<file path="src/rtl/keypad_scan_ctrl.sv">
// Scan, debounce and event controller for the 12-key launchpad keypad.
// Drives the key mux select, pauses on a pressed key, emits press/release pulses.
module keypad_scan_ctrl #(
   parameter int unsigned SCAN_DIV     = 4,
   parameter int unsigned DEBOUNCE_CNT = 3
) (
   input  logic       CLK,
   input  logic       RST,
   input  logic       ENABLE,
   input  logic       KEY_IN,
   output logic [3:0] KEY_SEL,
   output logic [3:0] KEY_CODE,
   output logic       KEY_VALID,
   output logic       KEY_HELD,
   output logic       KEY_RELEASE
);

   localparam int unsigned     DivW    = $clog2(SCAN_DIV);
   localparam int unsigned     CntW    = $clog2(DEBOUNCE_CNT + 1);
   localparam logic [DivW-1:0] DivLast = DivW'(SCAN_DIV - 1);
   localparam logic [CntW-1:0] CntDone = CntW'(DEBOUNCE_CNT);
   localparam logic [CntW-1:0] CntOne  = CntW'(1);

   typedef enum logic [1:0] {StScan, StConfirm, StHeld} state_e;

   state_e          state_q;
   logic [DivW-1:0] div_q;
   logic [CntW-1:0] cnt_q;
   logic [3:0]      cand_q;

   logic            sample;
   logic [CntW-1:0] cnt_inc;
   logic [3:0]      sel_next;
   logic [3:0]      cand_next;

   // Sample on the last cycle of a slot so the mux output has settled.
   assign sample    = ENABLE && (div_q == DivLast);
   assign cnt_inc   = cnt_q + CntOne;
   assign sel_next  = (KEY_SEL == 4'd11) ? 4'd0 : KEY_SEL + 4'd1;
   assign cand_next = (cand_q == 4'd11) ? 4'd0 : cand_q + 4'd1;

   always_ff @(posedge CLK) begin
      if (!RST) begin
         state_q     <= StScan;
         div_q       <= '0;
         cnt_q       <= '0;
         cand_q      <= '0;
         KEY_SEL     <= '0;
         KEY_CODE    <= '0;
         KEY_VALID   <= 1'b0;
         KEY_HELD    <= 1'b0;
         KEY_RELEASE <= 1'b0;
      end else begin
         KEY_VALID   <= 1'b0;
         KEY_RELEASE <= 1'b0;
         if (!ENABLE) begin
            // Park: forget any partial debounce, keep the select and last code.
            state_q  <= StScan;
            div_q    <= '0;
            cnt_q    <= '0;
            KEY_HELD <= 1'b0;
         end else begin
            div_q <= (div_q == DivLast) ? '0 : div_q + DivW'(1);
            if (sample) begin
               case (state_q)
                  StScan: begin
                     if (KEY_IN) begin
                        cand_q <= KEY_SEL;
                        if (CntOne == CntDone) begin
                           KEY_CODE  <= KEY_SEL;
                           KEY_VALID <= 1'b1;
                           KEY_HELD  <= 1'b1;
                           cnt_q     <= '0;
                           state_q   <= StHeld;
                        end else begin
                           cnt_q   <= CntOne;
                           state_q <= StConfirm;
                        end
                     end else begin
                        KEY_SEL <= sel_next;
                     end
                  end
                  StConfirm: begin
                     if (KEY_IN) begin
                        if (cnt_inc == CntDone) begin
                           KEY_CODE  <= cand_q;
                           KEY_VALID <= 1'b1;
                           KEY_HELD  <= 1'b1;
                           cnt_q     <= '0;
                           state_q   <= StHeld;
                        end else begin
                           cnt_q <= cnt_inc;
                        end
                     end else begin
                        cnt_q   <= '0;
                        KEY_SEL <= cand_next;
                        state_q <= StScan;
                     end
                  end
                  StHeld: begin
                     // Any high sample restarts the release count.
                     if (KEY_IN) begin
                        cnt_q <= '0;
                     end else if (cnt_inc == CntDone) begin
                        KEY_RELEASE <= 1'b1;
                        KEY_HELD    <= 1'b0;
                        cnt_q       <= '0;
                        KEY_SEL     <= cand_next;
                        state_q     <= StScan;
                     end else begin
                        cnt_q <= cnt_inc;
                     end
                  end
                  default: state_q <= StScan;
               endcase
            end
         end
      end
   end

endmodule

</file>
<file path="config.mk">
export PLATFORM = sky130hd
export DESIGN_NAME = keypad_scan_ctrl
export DESIGN_NICKNAME = d
export VERILOG_FILES = /design/src/rtl/keypad_scan_ctrl.sv
export SDC_FILE = /design/constraint.sdc
export NUM_CORES = 1
export LEC_CHECK = 0
export CAP_MARGIN = 20
export CORE_ASPECT_RATIO = 1.1
export CORE_MARGIN = 2
export CORE_UTILIZATION = 40
export CTS_CLUSTER_DIAMETER = 80
export DETAILED_ROUTE_END_ITERATION = 8
export SLEW_MARGIN = 30
export SYNTH_ARGS = -nofsm -noshare
export SYNTH_HDL_FRONTEND = slang
export SYNTH_SLANG_ARGS = --single-unit
</file>
<file path="constraint.sdc">
create_clock -name CLK -period 2.05 [get_ports CLK]
set_input_delay 0.205 -clock CLK [delete_from_list [all_inputs] [get_ports CLK]]
set_output_delay 0.205 -clock CLK [all_outputs]
set_load 0.05 [all_outputs]
</file>
==> flow_summary.yaml <==
status:
  status: "finished, final reports clean"
finish:
  final_cell_area_sq_um: 1340
  fin_nets: 150
  drive_above_1_share_pct: 6.62
  diodes: 0
  fill_cells: 273
  seq_area_sq_um: 420
  utilization_pct: 48.7
  multi_input_area_sq_um: 673
  syn_to_final_growth_pct: 17.3
synthesis:
  synth_warnings: 0
  yosys_register_bits: 21
  ys_types: 32
  synthesis.nets: 134
  syn_inst: 121
  synthArstFlopShare_pct: 0
  dominantRegCellSynth: "dfxtp_1"
  synth-edff-count: 0
  syn-cell-area_sq_um: 1140
  avgSynthCellArea_sq_um: 9.44
  seq_area_frac_synth_pct: 36.8
grt:
  gr-total-overflow: 0
  grt_usage_pct: 16.5
  grt_pass1_wl_um: 3950
  grt_start_max_net_pins: 13
  grt_pass1_vias: 886
  antenna_found_initial: 0
die:
  die_area_sq_um: 3300
  start_util_pct: 41.5
  dieWidth_um: 55.0
  row_count: 20
  fp.dieH_um: 60.1
  core_area_sq_um: 2750
  io_pins: 15
clock_network:
  clk_path_buf_depth: 2
  path_clk_slew_ps: 130
  root_buffer: "clkbuf_4"
  clock_sinks: 21
  h-tree-depth: 1
  cts_resized: 0
  worstSkewPairLatency_ps: 300
  postCtsHoldBufs: 0
  cts_buffers: 3
  cts_tree: "built"
setup_path:
  r2r_slack_ps: 230
  critPathTopFamily: "buffers and inverters"
  endpoint_kind: "output pin"
  r2r-end: "KEY_SEL[2]"
  crit_type: "flip-flop to output pin"
  cp_slowest_stage_delay_ps: 870
  cp_cell_sequence: "clkdlybuf4s50_1"
  crit-reg2reg-launch: "state_q[0]"
  worstPathArrival_ps: 1680
  r2r_cells: 6
  slowest_stage: "clkdlybuf4s50_1"
  crit_buf_inv: 1
  crit_required_ps: 1850
  crit_fanout: 9
  worst_setup_path_start_kind: "flip-flop"
route:
  drtIter0Drc: 16
  drtPass1Iterations: 5
  vias: 929
  ant_nets: 0
  totalWireLength_um: 2280
  vias_per_cell: 5.50
  post_drt_wl_per_cell_um: 13.5
  remaining_drc_errors: 0
sta:
  setup_violations: 0
  max_freq_mhz: 531
  fin_crit_sh_pct: 91.9
  hold_viol_final: 0
  slew-limit-headroom_pct: 66.6
  fin_tns_setup_ps: 0
  skew_ps: 11.2
  grt_setup_unrepaired: "false"
  post-route-min-period_ps: 1880
  max_slew.worst_pin.slew_ps: 500
  slew_viol_final: 0
hold_path:
  worstHoldPathCells: 1
  worstHoldEndpoint: "div_q[0]"
  hold_start: "div_q[0]"
  hold_class: "flip-flop to flip-flop"
placement:
  gp_congestion: 0.787
  io_buffers: 14
  placed_area_sq_um: 1310
  hpwlAfterDp_um: 1730
power:
  p_total_w: 0.000642
  p_per_area_nw_per_um2: 479
  vdd_drop_max_mv: 0.291
  leakage_nw: 0.532
job:
  cap_violations: 0
==> synth_stat cells (all sizes together), types with 2 or more instances <==
| cell | number | share of area [%] |
|---|---|---|
| a21oi | 4 | 1.8 |
| and4b | 3 | 2.6 |
| clkbuf | 4 | 1.3 |
| dfxtp | 21 | 37 |
| ha | 9 | 9.9 |
| inv | 6 | 2.0 |
| mux2i | 14 | 12 |
| nand2 | 6 | 2.0 |
| nand2b | 3 | 1.6 |
| nand3 | 4 | 1.8 |
| nand4 | 2 | 1.1 |
| nor2 | 15 | 4.9 |
| nor3 | 4 | 1.8 |
| nor3b | 5 | 3.3 |
| o21a | 2 | 1.3 |
| o21ai | 2 | 0.88 |
| o41ai | 2 | 1.5 |
==> power by group <==
group	total [W]	switching, W	internal (W)	leakage [nW]
registers	0.000411	0.00000124	0.000410	0.169
clock network	0.000200	0.000127	0.0000726	0.0177
logic	0.0000314	0.0000182	0.0000133	0.345
==> metrics by stage <==
stage               setup WS, ps  std cells  hold WS, ps
CTS                          122        169          446
global placement             101        165          415
detailed placement          51.1        165          428
global route                98.6        169          465
finish                       165        169          448
floorplan                    333        121          404
==> worst register-to-register path: stages (launching register included) <==
cell and delay (ps):
dfxtp_1 440, inv_1 110, ha_1 250, o21a_1 210
a2111oi_4 390, o221ai_1 210, a21oi_1 150
==> worst max-delay path by stage <==
stage                     from          to  slack, ps  depth (start not counted)
global route        KEY_SEL[0]  KEY_SEL[0]        100                          1
CTS                 state_q[0]  KEY_SEL[3]        120                          6
finish              KEY_SEL[2]  KEY_SEL[2]        170                          1
global placement        KEY_IN  KEY_SEL[2]        100                          5
floorplan           state_q[0]  KEY_SEL[2]        330                          6
detailed placement      KEY_IN  KEY_SEL[2]         50                          5
==> per-layer routing <==
layer	wire length, um	share of wire [%]	global-route usage (%)
met1	1080	47	21.8
met2	1110	49	26.4
met3	66	2.9	3.00
met4	18	0.79	6.27
met5	0	0	0
==> logic make-up after synthesis <==
group | Yosys count | synth area share [%]
and+or+nand+nor | 46 | 22.1
AOI/OAI and AO/OA | 19 | 13.7
buffers and inverters | 11 | 4.27
DFF | 21 | 36.8
muxes | 15 | 13.3
adders and majority gates | 9 | 9.86
==> sequential cells by signal, summed over array words and instances (netlist names) <==
name and flops:
div_q 2, KEY_VALID 1, KEY_SEL 4, KEY_CODE 4, state_q 2, cand_q 4
cnt_q 2, KEY_RELEASE 1, KEY_HELD 1
==> area by class of cell <==
class | count | share of cell area [%]
multi-input cells | 89 | 50.2
clock buffers | 3 | 1.68
inverters | 6 | 1.68
well taps | 33 | 3.08
clock inverters | 1 | 0.373
flip-flops and latches | 21 | 31.4
repair buffers | 16 | 11.6
==> cell usage in the layout (no fill, tap or decap), types with 3 or more instances in the layout <==
cell              n
and4b_1           3
nor2_1           15
a21oi_1           4
mux2i_1          14
nor3b_1           5
nor3_1            4
dfxtp_1          21
nand2b_1          3
clkdlybuf4s50_1  14
nand2_1           6
nand3_1           4
clkbuf_4          3
ha_1              9
inv_1             6
==> what timing repair did <==
item / 4_1_cts / 5_1_grt
endpoints found under the hold margin: 0 / 0
setup buffers: 0 / 0
endpoints found under the setup margin: 0 / 2
Power figures use the tool's default switching activity.
==> variant 1 (config.mk and constraints unchanged) <==
Change the parameter `DEBOUNCE_CNT` from 3 to 6.
--- a/src/rtl/keypad_scan_ctrl.sv
+++ b/src/rtl/keypad_scan_ctrl.sv
@@ -4,3 +4,3 @@
    parameter int unsigned SCAN_DIV     = 4,
-   parameter int unsigned DEBOUNCE_CNT = 3
+   parameter int unsigned DEBOUNCE_CNT = 6
 ) (
Behaviour: no difference found for any inputs over 10 cycles, from zero or initial values and one cycle with RST low; that may be too few to reach the edited logic, so the function may still have changed.
==> variant 1 against the unedited design <==
  * Fmax is 0.60% lower
  * Total power increased by 26%
  * Global-route usage down 0.096 points
  * Area after synthesis grew 4.1%
  * Sequential cell count is 1 higher
  * Final area grew 7.1%
  * Routed wire length increased by 16%
  * Sequential power is 4.9% higher
  * Setup slack got worse by 11 ps
  * Clock skew is 4.0 ps lower
  * Register-to-register slack worse by 80 ps
  * Largest cell class unchanged
  * Largest power group unchanged
  * Highest routed layer unchanged
==> variant 1: results (changes against the unedited design) <==
[status]
run_status = complete, no violations

[critical_path]
crit_path_max_fanout = 6  ; -3
arrival_ps = 2150  ; +470 ps
r2r_slack_ps = 150  ; -80 ps
endpoint = KEY_HELD$_SDFFE_PN0P_
crit_path_max_incr_delay_ps = 680  ; -190 ps
worst_r2r_startpoint = state_q[1]$_SDFFE_PN0P_
crit_slowest_cell = or4_1

[clocking]
post-cts-setup-buffers = 0  ; unchanged
clock-sinks = 22  ; +4.8%

[yosys]
ys_async_sr_fraction_pct = 0  ; unchanged
synthAdderAreaFrac_pct = 10.5  ; +0.67 points
synth_xor_area_share_pct = 1.47  ; +1.5 points
yosysSeqAreaShare_pct = 37.1  ; +0.25 points
synth_common_cells = 22 x dfxtp_1, 16 x nor2_1, 11 x mux2i_1
synth_area_leaders = dfxtp_1 37%, ha_1 11%, mux2i_1 9.3%
synth_compound_area_share_pct = 15.4  ; +1.7 points
syn_nets = 150  ; +12%
synth.distinct_cells = 35  ; +9.4%
synth_mux_area_share_pct = 9.26  ; -4.0 points

[pwr]
power_uw = 806  ; +26%
power_switching_uw = 164  ; +12%
power_leakage_uw = 0.000558  ; +4.8%
pwr-share-clk_pct = 42.3  ; +11 points
seq_power_uw = 431  ; +4.9%
ir_drop_mv = 0.286  ; -1.7%

[sta]
fin_worst_skew_ps = 7.16  ; -4.01 ps
relSlewSlack_pct = 66.5  ; about the same
fin_ws_ps = 154  ; -11.4 ps

[grt]
grt.total_usage_pct = 16.4  ; -0.096 points
grt_pass1_wl_mm = 4.37  ; +11%
grtUsageMet3_pct = 2.10  ; -0.90 points
use_met2_pct = 32.1  ; +5.7 points
grt_pass1_vias = 1018  ; +15%
grt_max_degree = 14  ; +1
met1_usage_pct = 18.0  ; -3.8 points

[final_layout]
layout-drive-gt1-share_pct = 7.19  ; +0.57 points
clock_cell_area_share_pct = 3.66  ; +1.6 points
n_fill_cell = 285  ; +4.4%
area_growth_pct = 20.7
inv_count = 8  ; +2
multi_input_area_share_pct = 48.3  ; -1.9 points
num-multi-input-gates = 100  ; +12%
regArea_sq_um = 440  ; +4.8%
buffers = 19  ; +3
reg_top3 = KEY_CODE (4), KEY_SEL (4), cand_q (4)
n_antenna_cell = 0  ; unchanged
nets = 168  ; +12%
buf_share_pct = 12.4  ; +0.80 points

[placement]
gpl.final_weighted_congestion = 0.765  ; -2.9%
port-buffer-count = 14  ; unchanged
dpl-instance-area_sq_um = 1380  ; +5.3%
place_ws_ps = 159  ; +108 ps
place_hpwl_mm = 2.00  ; +16%

[detailed_routing]
wl_mm = 2.64  ; +16%
first_iter_violations = 31  ; +15
vias_per_cell = 5.53  ; +0.64%
drt_first_pass_iters = 4  ; -1

[worst_hold_path]
whs_path_depth = 1  ; unchanged

-- variant 1: changes by cell type after synthesis, sizes merged, moves of 3 or more --
cell    unedited run  this run
a21oi              4         8
a311oi             1         5
mux2i             14        11
nand2              6        10
-- variant 1: metrics by stage --
| step | hold slack (ps) | instances |
|---|---|---|
| 3_3_place_gp | 412 | 182 |
| 3_5_place_dp | 430 | 182 |
| 5_1_grt | 490 | 186 |
| 2_1_floorplan | 368 | 136 |
| 4_1_cts | 449 | 186 |
| 6_report | 449 | 186 |
-- variant 1: layer usage --
layer	vias to the layer above	part of all wire [%]
met5	-	0
li1	527	-
met1	477	45
met3	4	2.8
met2	21	51
met4	0	1.5
-- variant 1: critical path, delay by kind of cell (launching register included) --
family	cells	cell delay, ps
adders and majority gates	1	210
buffers and inverters	1	110
and+or+nand+nor	2	790
DFF	1	370
AOI/OAI and AO/OA	2	360
==> variant 2 (same flow settings) <==
Made on the original files. Add an input register stage for `ENABLE` and `KEY_IN`, cleared by the reset; this delays them by one clock.
--- a/src/rtl/keypad_scan_ctrl.sv
+++ b/src/rtl/keypad_scan_ctrl.sv
@@ -25,2 +25,15 @@
 
+   logic ENABLE_q;
+   logic KEY_IN_q;
+
+   always_ff @(posedge CLK) begin
+      if (!RST) begin
+         ENABLE_q <= '0;
+         KEY_IN_q <= '0;
+      end else begin
+         ENABLE_q <= ENABLE;
+         KEY_IN_q <= KEY_IN;
+      end
+   end
+
    state_e          state_q;
@@ -36,3 +49,3 @@
    // Sample on the last cycle of a slot so the mux output has settled.
-   assign sample    = ENABLE && (div_q == DivLast);
+   assign sample    = ENABLE_q && (div_q == DivLast);
    assign cnt_inc   = cnt_q + CntOne;
@@ -55,3 +68,3 @@
          KEY_RELEASE <= 1'b0;
-         if (!ENABLE) begin
+         if (!ENABLE_q) begin
             // Park: forget any partial debounce, keep the select and last code.
@@ -66,3 +79,3 @@
                   StScan: begin
-                     if (KEY_IN) begin
+                     if (KEY_IN_q) begin
                         cand_q <= KEY_SEL;
@@ -83,3 +96,3 @@
                   StConfirm: begin
-                     if (KEY_IN) begin
+                     if (KEY_IN_q) begin
                         if (cnt_inc == CntDone) begin
@@ -101,3 +114,3 @@
                      // Any high sample restarts the release count.
-                     if (KEY_IN) begin
+                     if (KEY_IN_q) begin
                         cnt_q <= '0;
Function: changed (Yosys sat finds a counterexample within 10 cycles, from zero or initial values and one cycle with RST low).
==> variant 2 against the unedited design <==
  * Sequential cell count up 2
  * Non-clock buffer count up 2
  * Final area up 4.5%
  * Die area up 3.5%
  * Routed wire length down 1.7%
  * Fmax about the same
  * Total power up 8.1%
  * Setup slack better by 1.7 ps
  * Area after synthesis up 3.7%
==> variant 2: results (changes against the unedited design) <==
[final_layout]
reg_top3 = KEY_CODE (4), KEY_SEL (4), cand_q (4)
n_antenna_cell = 0  ; unchanged
layout-drive-gt1-share_pct = 8.70  ; +2.1 points
nets = 152  ; +1.3%

[detailed_routing]
vias_per_cell = 5.20  ; -5.4%
drt_first_pass_iters = 4  ; -1
wl_mm = 2.24  ; -1.7%
first_iter_violations = 9  ; -7

[grt]
grt_pass1_wl_mm = 4.15  ; +5.1%
antenna_found_initial = 0  ; unchanged
grt_max_degree = 19  ; +6
grt_pass1_vias = 959  ; +8.2%
grt.total_usage_pct = 15.6  ; -0.92 points

[worst_hold_path]
whs_path_depth = 1  ; unchanged
hp-class = register to register

[clocking]
clock_path_buffers = 2  ; unchanged
cts_resized = 0  ; unchanged
cts_made_buffers = 3  ; unchanged
clk_pin_slew_ps = 140
clk_latency_ps = 310
cts-root-buf = clkbuf_4
post-cts-setup-buffers = 0  ; unchanged
cts_max_level = 1  ; unchanged

[critical_path]
crit_family = simple AND/OR/NAND/NOR gates
arrival_ps = 2120  ; +440 ps
r2r_cells = 6  ; unchanged
crit_path_max_incr_delay_ps = 510  ; -360 ps
crit_path_max_fanout = 5  ; -4
crit_slowest_cell = or4_1
r2r_slack_ps = 170  ; -60 ps

[placement]
place_ws_ps = 207  ; +156 ps
port-buffer-count = 14  ; unchanged
place_hpwl_mm = 1.68  ; -2.5%
gpl.final_weighted_congestion = 0.750  ; -4.7%

[status]
run_status = complete, no violations

[yosys]
synth_xor_area_share_pct = 0.739  ; +0.74 points
synth_mux_area_share_pct = 10.2  ; -3.0 points
ys_warn_count = 0  ; unchanged
yosysSeqAreaShare_pct = 38.9  ; +2.1 points
ys_async_sr_fraction_pct = 0  ; unchanged
synthAdderAreaFrac_pct = 9.50  ; -0.35 points
synth_area_leaders = dfxtp_1 39%, ha_1 9.5%, mux2i_1 9.3%
synth_compound_area_share_pct = 14.8  ; +1.1 points
syn_nets = 134  ; unchanged
synth.distinct_cells = 38  ; +19%
synth_common_cells = 23 x dfxtp_1, 11 x mux2i_1, 11 x nor2b_1

[pwr]
ir_drop_mv = 0.392  ; +35%
power_leakage_uw = 0.000518  ; -2.8%

[sta]
relSlewSlack_pct = 66.4  ; -0.21 points
whs_ps = 442  ; -5.68 ps
fin_worst_skew_ps = 6.34  ; -4.83 ps
finalCriticalPeriod_ps = 1880  ; -1.67 ps

==> variant 2: area by class of cell <==
type                       instances  area (sq um)
fill                             287          1400
multi-input combinational         90           687
sequential                        23           460
timing repair buffer              18           170
tap                               33          41.3
clock buffer                       3          22.5
inverter                           3          11.3
clock inverter                     1          7.51
==> variant 2: path summary, 6_finish.rpt <==
path	to	startpoint
max	state_q[1]$_SDFFE_PP0P_	state_q[0]$_SDFFE_PP0P_
min	div_q[0]$_SDFF_PP0_	div_q[0]$_SDFF_PP0_
max reg2reg	state_q[1]$_SDFFE_PP0P_	state_q[0]$_SDFFE_PP0P_
min reg2reg	div_q[0]$_SDFF_PP0_	div_q[0]$_SDFF_PP0_
==> variant 2: per-layer routing <==
layer	global-route usage, %	vias to the layer above	routed length, um
li1	-	469	-
met1	18.3	404	1040
met2	28.9	12	1100
met3	2.52	4	63
met4	6.80	0	29
met5	0	-	0
==> variant 2: logic make-up after synthesis <==
logic type,count (synthesis)
AO/OA/AOI/OAI,21
XOR/XNOR,1
adder cells (fa/ha/maj),9
buffers and inverters,8
flip-flops,23
multiplexers,12
AND/OR/NAND/NOR,47
==> variant 2: power breakdown <==
part           internal [uW]  total (uW)  switching [uW]
Clock                   74.4         218             143
Combinational           12.8        22.0            9.23
Sequential               450         455            4.62
Total                    537         694             157
==> variant 2: per-stage QoR <==
stage,area (sq um),cells
final,1400,171
after global routing,1400,171
after CTS,1400,171
after detailed placement,1370,167
after global placement,1370,167
after floorplan,1180,121
==> variant 2: worst reg2reg max path, delay by kind of cell, from the launching register on <==
| kind | cells | cell delay, ps |
|---|---|---|
| adders and majority gates | 1 | 240 |
| buffers and inverters | 1 | 110 |
| DFF | 1 | 440 |
| AOI/OAI and AO/OA | 2 | 320 |
| and+or+nand+nor | 2 | 690 |
